$ cat src/rtl/xilinx_rst_seq_pkg.sv
// Shared types and default constants for the FPGA emulation reset sequencer.
// Optional feature macro (used by xilinx_rst_sequencer): XILINX_RST_DEBOUNCE_EN
package xilinx_rst_seq_pkg;

  typedef enum logic [1:0] {
    S_RST       = 2'd0,
    S_WAIT_LOCK = 2'd1,
    S_HOLD      = 2'd2,
    S_RUN       = 2'd3
  } rst_state_e;

  localparam int DEF_SYNC_STAGES     = 2;
  localparam int DEF_HOLD_CYCLES     = 1024;
  localparam int DEF_DEBOUNCE_CYCLES = 65536;
  localparam int DEF_CNT_W           = 8;

  // Width of a counter that must be able to hold values 0..max_val.
  function automatic int cnt_width(input int max_val);
    return (max_val < 1) ? 1 : $clog2(max_val + 1);
  endfunction

endpackage

$ cat src/rtl/xilinx_cdc_sync.sv
// Multi-flop synchronizer bringing one asynchronous bit into the clk_i domain.
// Clears to 0 on rst_ni so downstream logic sees "no lock / no button" at power-up.
module xilinx_cdc_sync #(
  parameter int STAGES = 2
) (
  input  logic clk_i,
  input  logic rst_ni,
  input  logic d_i,
  output logic q_o
);

  logic [STAGES-1:0] r_sync;

  if (STAGES < 2) begin : g_bad_stages
    $error("xilinx_cdc_sync: STAGES must be at least 2");
  end

  // Shift the raw input through the synchronizer chain.
  always_ff @(posedge clk_i or negedge rst_ni) begin
    if (!rst_ni) begin
      r_sync <= '0;
    end else begin
      r_sync <= {r_sync[STAGES-2:0], d_i};
    end
  end

  assign q_o = r_sync[STAGES-1];

endmodule

$ cat src/rtl/xilinx_rst_sequencer.sv
// Reset sequencer: merges board POR, reset button and MMCM lock into one clean
// active-low SoC reset that is released synchronously after a stable-lock hold time.
// Optional button debounce is enabled by defining XILINX_RST_DEBOUNCE_EN.
module xilinx_rst_sequencer
  import xilinx_rst_seq_pkg::*;
#(
  parameter int SYNC_STAGES     = DEF_SYNC_STAGES,
  parameter int HOLD_CYCLES     = DEF_HOLD_CYCLES,
  parameter int DEBOUNCE_CYCLES = DEF_DEBOUNCE_CYCLES,
  parameter int CNT_W           = DEF_CNT_W
) (
  input  logic             clk_i,
  input  logic             rst_ni,
  input  logic             btn_rst_i,
  input  logic             mmcm_locked_i,
  output logic             soc_rst_no,
  output logic             rst_done_o,
  output logic [CNT_W-1:0] rst_cnt_o
);

  localparam int                HOLD_W    = cnt_width(HOLD_CYCLES);
  localparam logic [HOLD_W-1:0] HOLD_LAST = HOLD_W'(HOLD_CYCLES - 1);

  if (SYNC_STAGES < 2) begin : g_bad_sync
    $error("xilinx_rst_sequencer: SYNC_STAGES must be at least 2");
  end
  if (HOLD_CYCLES < 1) begin : g_bad_hold
    $error("xilinx_rst_sequencer: HOLD_CYCLES must be at least 1");
  end
  if (DEBOUNCE_CYCLES < 1) begin : g_bad_debounce
    $error("xilinx_rst_sequencer: DEBOUNCE_CYCLES must be at least 1");
  end

  logic w_btn_s;
  logic w_lock_s;
  logic w_btn_db;
  logic w_go;

  xilinx_cdc_sync #(.STAGES(SYNC_STAGES)) u_btn_sync (
    .clk_i  (clk_i),
    .rst_ni (rst_ni),
    .d_i    (btn_rst_i),
    .q_o    (w_btn_s)
  );

  xilinx_cdc_sync #(.STAGES(SYNC_STAGES)) u_lock_sync (
    .clk_i  (clk_i),
    .rst_ni (rst_ni),
    .d_i    (mmcm_locked_i),
    .q_o    (w_lock_s)
  );

`ifdef XILINX_RST_DEBOUNCE_EN
  localparam int              DB_W    = cnt_width(DEBOUNCE_CYCLES);
  localparam logic [DB_W-1:0] DB_LAST = DB_W'(DEBOUNCE_CYCLES - 1);

  logic [DB_W-1:0] r_db_cnt;
  logic            r_btn_db;

  // Accept a new button level only after it has persisted for DEBOUNCE_CYCLES edges.
  always_ff @(posedge clk_i or negedge rst_ni) begin
    if (!rst_ni) begin
      r_db_cnt <= '0;
      r_btn_db <= 1'b0;
    end else if (w_btn_s == r_btn_db) begin
      r_db_cnt <= '0;
    end else if (r_db_cnt == DB_LAST) begin
      r_db_cnt <= '0;
      r_btn_db <= w_btn_s;
    end else begin
      r_db_cnt <= r_db_cnt + 1'b1;
    end
  end

  assign w_btn_db = r_btn_db;
`else
  assign w_btn_db = w_btn_s;
`endif

  // Conditions allowing the SoC to come (or stay) out of reset.
  assign w_go = w_lock_s & ~w_btn_db;

  rst_state_e        r_state;
  logic [HOLD_W-1:0] r_hold_cnt;
  logic              r_soc_rst_n;
  logic              r_rst_done;
  logic [CNT_W-1:0]  r_rst_cnt;

  // Sequencer FSM; outputs are registered alongside the state they belong to.
  always_ff @(posedge clk_i or negedge rst_ni) begin
    if (!rst_ni) begin
      r_state     <= S_RST;
      r_hold_cnt  <= '0;
      r_soc_rst_n <= 1'b0;
      r_rst_done  <= 1'b0;
      r_rst_cnt   <= '0;
    end else begin
      case (r_state)
        S_RST: begin
          r_state    <= S_WAIT_LOCK;
          r_hold_cnt <= '0;
        end
        S_WAIT_LOCK: begin
          if (w_go) begin
            r_state    <= S_HOLD;
            r_hold_cnt <= '0;
          end
        end
        S_HOLD: begin
          // Any disturbance wins over completion and forces a full restart.
          if (!w_go) begin
            r_state <= S_WAIT_LOCK;
          end else if (r_hold_cnt == HOLD_LAST) begin
            r_state     <= S_RUN;
            r_soc_rst_n <= 1'b1;
            r_rst_done  <= 1'b1;
          end else begin
            r_hold_cnt <= r_hold_cnt + 1'b1;
          end
        end
        S_RUN: begin
          if (!w_go) begin
            r_state     <= S_WAIT_LOCK;
            r_soc_rst_n <= 1'b0;
            r_rst_done  <= 1'b0;
            if (r_rst_cnt != '1) begin
              r_rst_cnt <= r_rst_cnt + 1'b1;
            end
          end
        end
        default: begin
          r_state <= S_RST;
        end
      endcase
    end
  end

  assign soc_rst_no = r_soc_rst_n;
  assign rst_done_o = r_rst_done;
  assign rst_cnt_o  = r_rst_cnt;

endmodule

$ cat config.mk
export PLATFORM = sky130hd
export DESIGN_NAME = xilinx_rst_sequencer
export DESIGN_NICKNAME = d
export VERILOG_FILES = /design/src/rtl/xilinx_rst_seq_pkg.sv /design/src/rtl/xilinx_cdc_sync.sv /design/src/rtl/xilinx_rst_sequencer.sv
export SDC_FILE = /design/constraint.sdc
export NUM_CORES = 1
export LEC_CHECK = 0
export CAP_MARGIN = 40
export CELL_PAD_IN_SITES_DETAIL_PLACEMENT = 2
export CELL_PAD_IN_SITES_GLOBAL_PLACEMENT = 2
export CORE_UTILIZATION = 39
export CTS_CLUSTER_DIAMETER = 120
export DETAILED_ROUTE_END_ITERATION = 8
export HOLD_SLACK_MARGIN = 0.15
export PLACE_DENSITY = 0.81
export SLEW_MARGIN = 20
export SYNTH_ARGS = -nofsm -noshare
export SYNTH_HDL_FRONTEND = slang
export SYNTH_SLANG_ARGS = --single-unit
$ cat constraint.sdc
create_clock -name clk_i -period 3.1 [get_ports clk_i]
set_input_delay 0.31 -clock clk_i [delete_from_list [all_inputs] [get_ports clk_i]]
set_output_delay 0.31 -clock clk_i [all_outputs]
set_load 0.1 [all_outputs]
# Word-level counts from Yosys, hierarchy flattened
# Index checks and enable logic that the tools add are counted.
[word_totals]
in_bits = 4
wordCells = 42
register_bits = 26
[op_classes]
n_eq_ne = 11
n_reduce_logical = 7
n_bitwise = 3
n_mux = 13
add_sub_neg = 2
[op_table]
columns = ["op", "n"]
rows = [
  ["11-bit 2-to-1 mux", 3],
  ["11-bit case mux with 3 select lines", 1],
  ["11-bit by 1-bit adder with 11-bit output, second input constant", 1],
  ["11-bit by 10-bit == test with 1-bit output, second input constant", 1],
  ["2-bit inequality test, second input constant", 5],
  ["8-bit by 1-bit adder with 8-bit output, second input constant", 1],
  ["2-bit 2-to-1 mux", 4],
  ["8-bit inequality test, second input constant", 1],
  ["2-bit case mux with 4 select lines", 1],
  ["4-bit AND reduction", 2],
  ["3-bit AND reduction", 2],
  ["2-bit == test, second input constant", 2],
  ["1-bit 2-to-1 mux", 3],
  ["3-bit inequality test, second input constant", 1],
  ["3-bit nonzero test", 1],
  ["2-bit by 1-bit == test with 1-bit output, second input constant", 1],
  ["2-bit logical NOT", 1],
  ["1-bit NOT", 2],
  ["1-bit case mux with 2 select lines", 1],
  ["2-bit nonzero test", 1],
  ["1-bit AND", 1],
]

# Longest topological paths before layout
[logic_depth]
ltp_word = 4
depth_mapped = 7
mapped_depth_nobuf = 6

# Hierarchy
# A second synthesis with hierarchy kept.
[hier_totals]
hier_cells = 131
area_unflattened_um2 = 1418.9
[by_module_without_submodules]
columns = ["module", "instances", "cells_per_inst", "area_per_inst_um2", "seq_area_each_um2"]
rows = [
  ["xilinx_rst_sequencer", 1, 127, 1318.8, 550.5],
  ["xilinx_cdc_sync", 2, 2, 50.0, 50.0],
]

# Worst setup path before layout
# OpenSTA, ideal clock, no wires.
[synth_timing]
path_type = "flip-flop to flip-flop"
from = "reg r_rst_cnt[0], in the netlist rst_cnt_o[0]"
to = "reg r_rst_cnt[1], in the netlist rst_cnt_o[1]"
required_ns = 2.974
setup_ns = 0.126
n_path_buf = 0
slack_ns = 0.896
stages_incl_launch_ff = 5
t_arrival_ns = 2.078
cell_sequence = "dfrtp_1 > ha_1 > nand3_1 > o211ai_2 > mux2_2"
[synth_via]
elab_chain_cells = 2
[synth_lines]
columns = ["element", "line", "source"]
rows = [
  ["start, declared", "xilinx_rst_sequencer.sv:87", "logic [CNT_W-1:0] r_rst_cnt;"],
  ["start signal, assigned", "xilinx_rst_sequencer.sv:127", "r_rst_cnt <= r_rst_cnt + 1'b1;"],
  ["branches (longest 2 deep; another with 8-bit by 1-bit adder with 8-bit output)", "-", ""],
]
# Parallel ways; which one is timed is not known.
# A chain may end at the register's enable or synchronous reset.

# Final worst setup path
[layout_timing]
from = "reg r_state[0]"
to = "reg r_hold_cnt[7]"
[layout_via]
elab_chain_cells = 3
[layout_lines]
columns = ["element", "line", "source"]
rows = [
  ["start, declared", "xilinx_rst_sequencer.sv:83", "rst_state_e r_state;"],
  ["start signal, assigned", "xilinx_rst_sequencer.sv:92", "r_state <= S_RST;"],
  ["start signal, assigned", "xilinx_rst_sequencer.sv:100", "r_state <= S_WAIT_LOCK;"],
  ["start signal, assigned", "xilinx_rst_sequencer.sv:105", "r_state <= S_HOLD;"],
  ["2-bit == test (tied with other cells)", "xilinx_rst_sequencer.sv:98", "case (r_state)"],
  ["2-bit inequality test (no line) or 3-bit nonzero test (tied branches)", "-", ""],
  ["4-bit AND reduction (no line)", "-", ""],
  ["end signal, assigned", "xilinx_rst_sequencer.sv:118", "r_hold_cnt <= r_hold_cnt + 1'b1;"],
  ["end, declared", "xilinx_rst_sequencer.sv:84", "logic [HOLD_W-1:0] r_hold_cnt;"],
]
# Parallel ways exist; a longest one is shown, timed or not.

==> metrics.md <==
| Metric | Value |
|---|---|
| RD Place Congestion | ~0.8 |
| Total grt overflow | 0 |
| Wirelength, routed | around 3600 um |
| GRT Util Overall | 20.8% |
| DRC viols | 0 |
| Setup-failing EPs final | 0 |
| Max Freq | 477 MHz |
| Die extent in y | slightly above 60 um |
| Worst VDD drop | roughly 0.53 mV |
| Share of post-route cells with drive strength above 1 | a little over an eighth |
| Cell area power density | roughly 640 nW/um^2 |
| Status | completed |
| Hold Path Class | in -> async |
| Gate count of the mapped netlist | about 130 |
| Int Power | between 0.0006 and 0.0007 W |
| Reg clk slew, reported paths | about 0.15 ns |
| Post-detailed-route count of antenna-violating nets | 0 |
| TNS Setup | 0 ns |
| Switching Share | about 43% |
| Clk root buf | clkbuf_4 |
| Port bufs | 13 |
| Largest net degree at the start of global routing | 27 |
| Worst Path Required | approximately 3.3 ns |
| Max Clock Skew | 0.00956 ns |
| Synth Warn # | 0 |
| CTS max path bufs | 2 |
| IO Pins | 14 |
| Part of the power in registers | approximately two fifths |
| Post-layout minimum cycle time | 2.10 ns |
| Final slew viol count | 0 |
| Max_cap viols | 0 |
| CP Launch Point | r_state[0]$_DFFE_PN0P_ |
| Final worst-path cycle share | ~68% |
| R2r startpoint | r_state[0]$_DFFE_PN0P_ |
| Flops & latches, synth | 26 |
| TritonCTS clock tree | done |
| P&R area growth vs syn | 20.6% |
| RSZ-0062 raised after global routing | no |
| Sink Count | 26 |
| Antenna cells | 0 |
| Mapped Area | 1400 sq um |
| FF-to-FF End | r_hold_cnt[7]$_DFFE_PN0P_ |
| CP max stage cell | ha_1 |
| Die width | 61.8 um |
| Drt wl/cell | about 18 um |
| FILL cells | around 350 |
| Vias | 1099 |
| Clock power share | 16.1% |
| CP Class | reg -> reg |
| Slew @ Worst Pin | roughly 0.56 ns |
| Die area | 3820 sq um |
| CTS Buf Count | 3 |
| First-pass GRT wire length | around 5700 um |
| Vias in the first global route | 1178 |
| Relative slew slack | 61.3% |
| Dpl hpwl | roughly 2700 um |
| Worst Setup Start Kind | flip-flop |
| Cells on worst reg2reg path | 6 |
| Critical path fanouts, max | 12 |
| Comb power frac | ~45% |
| Post-CTS Setup Inserts | 0 |
| Final Util | 49.6% |
| Distinct cells, synth | 39 |
| Crit-path cells | inv_1 > ha_1 > nor2_1 > mux2i_1 > o41ai_1 > a22o_1 |
| Static Leak | approximately 0.76 nW |
| Crit end category | flip-flop |
| Row count | 21 |
| Worst Path Buf+Inv | 1 |
| Mapped Nets | 145 |
| Resize count post-CTS | 0 |
| Core area | around 3400 sq um |
| Net Sw Power | ~0.00047 W |
| First-pass iteration count of the detailed router | 4 |
| Initial Utilization | between 40% and 50% |
| Post-CTS Hold Fix Bufs | 0 |
| Max stage delay on crit path | about 0.48 ns |
| Htree depth | 1 |
| Synthesized area per cell | about 10 sq um |
| Seq/Total Area, Yosys | about 47% |
| Layout Nets | 167 |
| Hold Violations, Final | 0 |
| Family with the most delay on the worst path | adder cells |
| Drt via density | ~5.5 |
| Critical path arrival | about 2.3 ns |
| Initial antenna violation count | 0 |
| Initial DRC count | 52 |
| Reg2Reg Setup Slack | 1.00 ns |
| Worst-Skew Late Latency | approximately 0.32 ns |
[metrics by stage]
stage	power, W	setup WS, ns	cells	hold slack [ns]	instance area (sq um)
6_report	0.00108	1.00	201	0.342	1680
2_1_floorplan	0.000748	0.896	134	0.0144	1400
3_3_place_gp	0.000848	1.16	190	0.334	1540
5_1_grt	0.00114	0.857	201	0.379	1680
3_5_place_dp	0.000914	1.02	197	0.342	1650
4_1_cts	0.00109	1.01	201	0.340	1680
[layer usage]
layer	part of all wire (%)	track usage, %	vias to the layer above
met5	0	0	-
met1	42	24.8	559
li1	-	-	522
met3	2.2	2.69	2
met2	55	39.0	16
met4	0.64	5.71	0
[layout make-up]
| cell class | count | area (sq um) | area share, % |
|---|---|---|---|
| clock buffers | 4 | 36.3 | 2.16 |
| flip-flops and latches | 26 | 651 | 38.7 |
| repair buffers | 21 | 235 | 14.0 |
| multi-input cells | 96 | 673 | 40.0 |
| well taps | 46 | 57.6 | 3.42 |
| inverters | 8 | 30.0 | 1.78 |
[state kept, by name (all words and copies together) (netlist names)]
register / flops
r_hold_cnt: 11
rst_cnt_o: 8
u_btn_sync.r_sync: 2
u_lock_sync.r_sync: 2
r_state: 2
rst_done_o: 1
[placed cells by master (no fill, tap or decap), types with 4 or more instances in the layout]
cell             count
dfrtp_1             26
mux2i_1              6
buf_4                4
nor2_1              11
clkdlybuf4s50_1     10
buf_8                7
nand3_1              7
ha_1                 7
a21oi_1              5
nand2_1              7
a31oi_1              7
nor3_1               4
inv_1                8
xor2_1               6
[cell usage after synthesis]
cell type | instances | share of area (%)
a31oi_1 | 7 | 3.1
o211ai_2 | 1 | 0.90
ha_1 | 7 | 6.3
and3_4 | 1 | 0.81
nand4_1 | 3 | 1.3
nand3_1 | 7 | 2.5
o21ai_0 | 3 | 1.1
o21a_1 | 1 | 0.54
a21oi_4 | 1 | 1.2
nor3_1 | 4 | 1.4
o211ai_1 | 1 | 0.54
dfrtp_1 | 26 | 47
nand3b_1 | 1 | 0.54
and3_1 | 2 | 0.90
xnor2_1 | 1 | 0.63
buf_4 | 1 | 0.54
o22ai_1 | 3 | 1.3
and4_1 | 1 | 0.63
a221o_1 | 1 | 0.72
nor2b_1 | 1 | 0.45
o41ai_1 | 1 | 0.63
a21oi_1 | 5 | 1.8
nand2_1 | 7 | 1.9
nand2b_1 | 3 | 1.3
or2_0 | 1 | 0.45
mux2_2 | 1 | 0.81
and3_2 | 1 | 0.54
a211oi_1 | 2 | 1.1
xor2_1 | 6 | 3.8
buf_6 | 3 | 2.4
mux2i_1 | 6 | 4.3
inv_1 | 8 | 2.2
and3b_2 | 1 | 0.72
a22o_1 | 1 | 0.63
and4b_1 | 1 | 0.72
a41oi_1 | 1 | 0.63
nor2_1 | 11 | 3.0
o31ai_1 | 1 | 0.54
and2b_1 | 1 | 0.54
[logic make-up after synthesis]
| logic type | count (synthesis) | share of synthesized area, % |
|---|---|---|
| and+or+nand+nor | 46 | 17.8 |
| buffers and inverters | 12 | 5.11 |
| adders and majority gates | 7 | 6.28 |
| DFF | 26 | 46.6 |
| muxes | 7 | 5.11 |
| AOI/OAI and AO/OA | 29 | 14.7 |
| xor gates and xnor gates | 7 | 4.39 |
[power groups by stage]
stage	clock (W)	combinational, W	sequential (W)
floorplan	0	0.000200	0.000549
global placement	0	0.000423	0.000424
global route	0.000190	0.000523	0.000428
detailed placement	0	0.000484	0.000430
finish	0.000174	0.000482	0.000422
CTS	0.000184	0.000487	0.000424
[worst max path at each step]
stage                                           end  slack, ns  depth (start not counted)
final                     r_hold_cnt[7]$_DFFE_PN0P_       1.00                          6
after global routing      r_hold_cnt[7]$_DFFE_PN0P_       0.86                          6
after CTS                 r_hold_cnt[7]$_DFFE_PN0P_       1.01                          6
after detailed placement  r_hold_cnt[7]$_DFFE_PN0P_       1.02                          6
after global placement    r_hold_cnt[7]$_DFFE_PN0P_       1.16                          6
after floorplan            rst_cnt_o[1]$_DFFE_PN0P_       0.90                          4
Note: power is estimated with default switching activity, not from simulation.
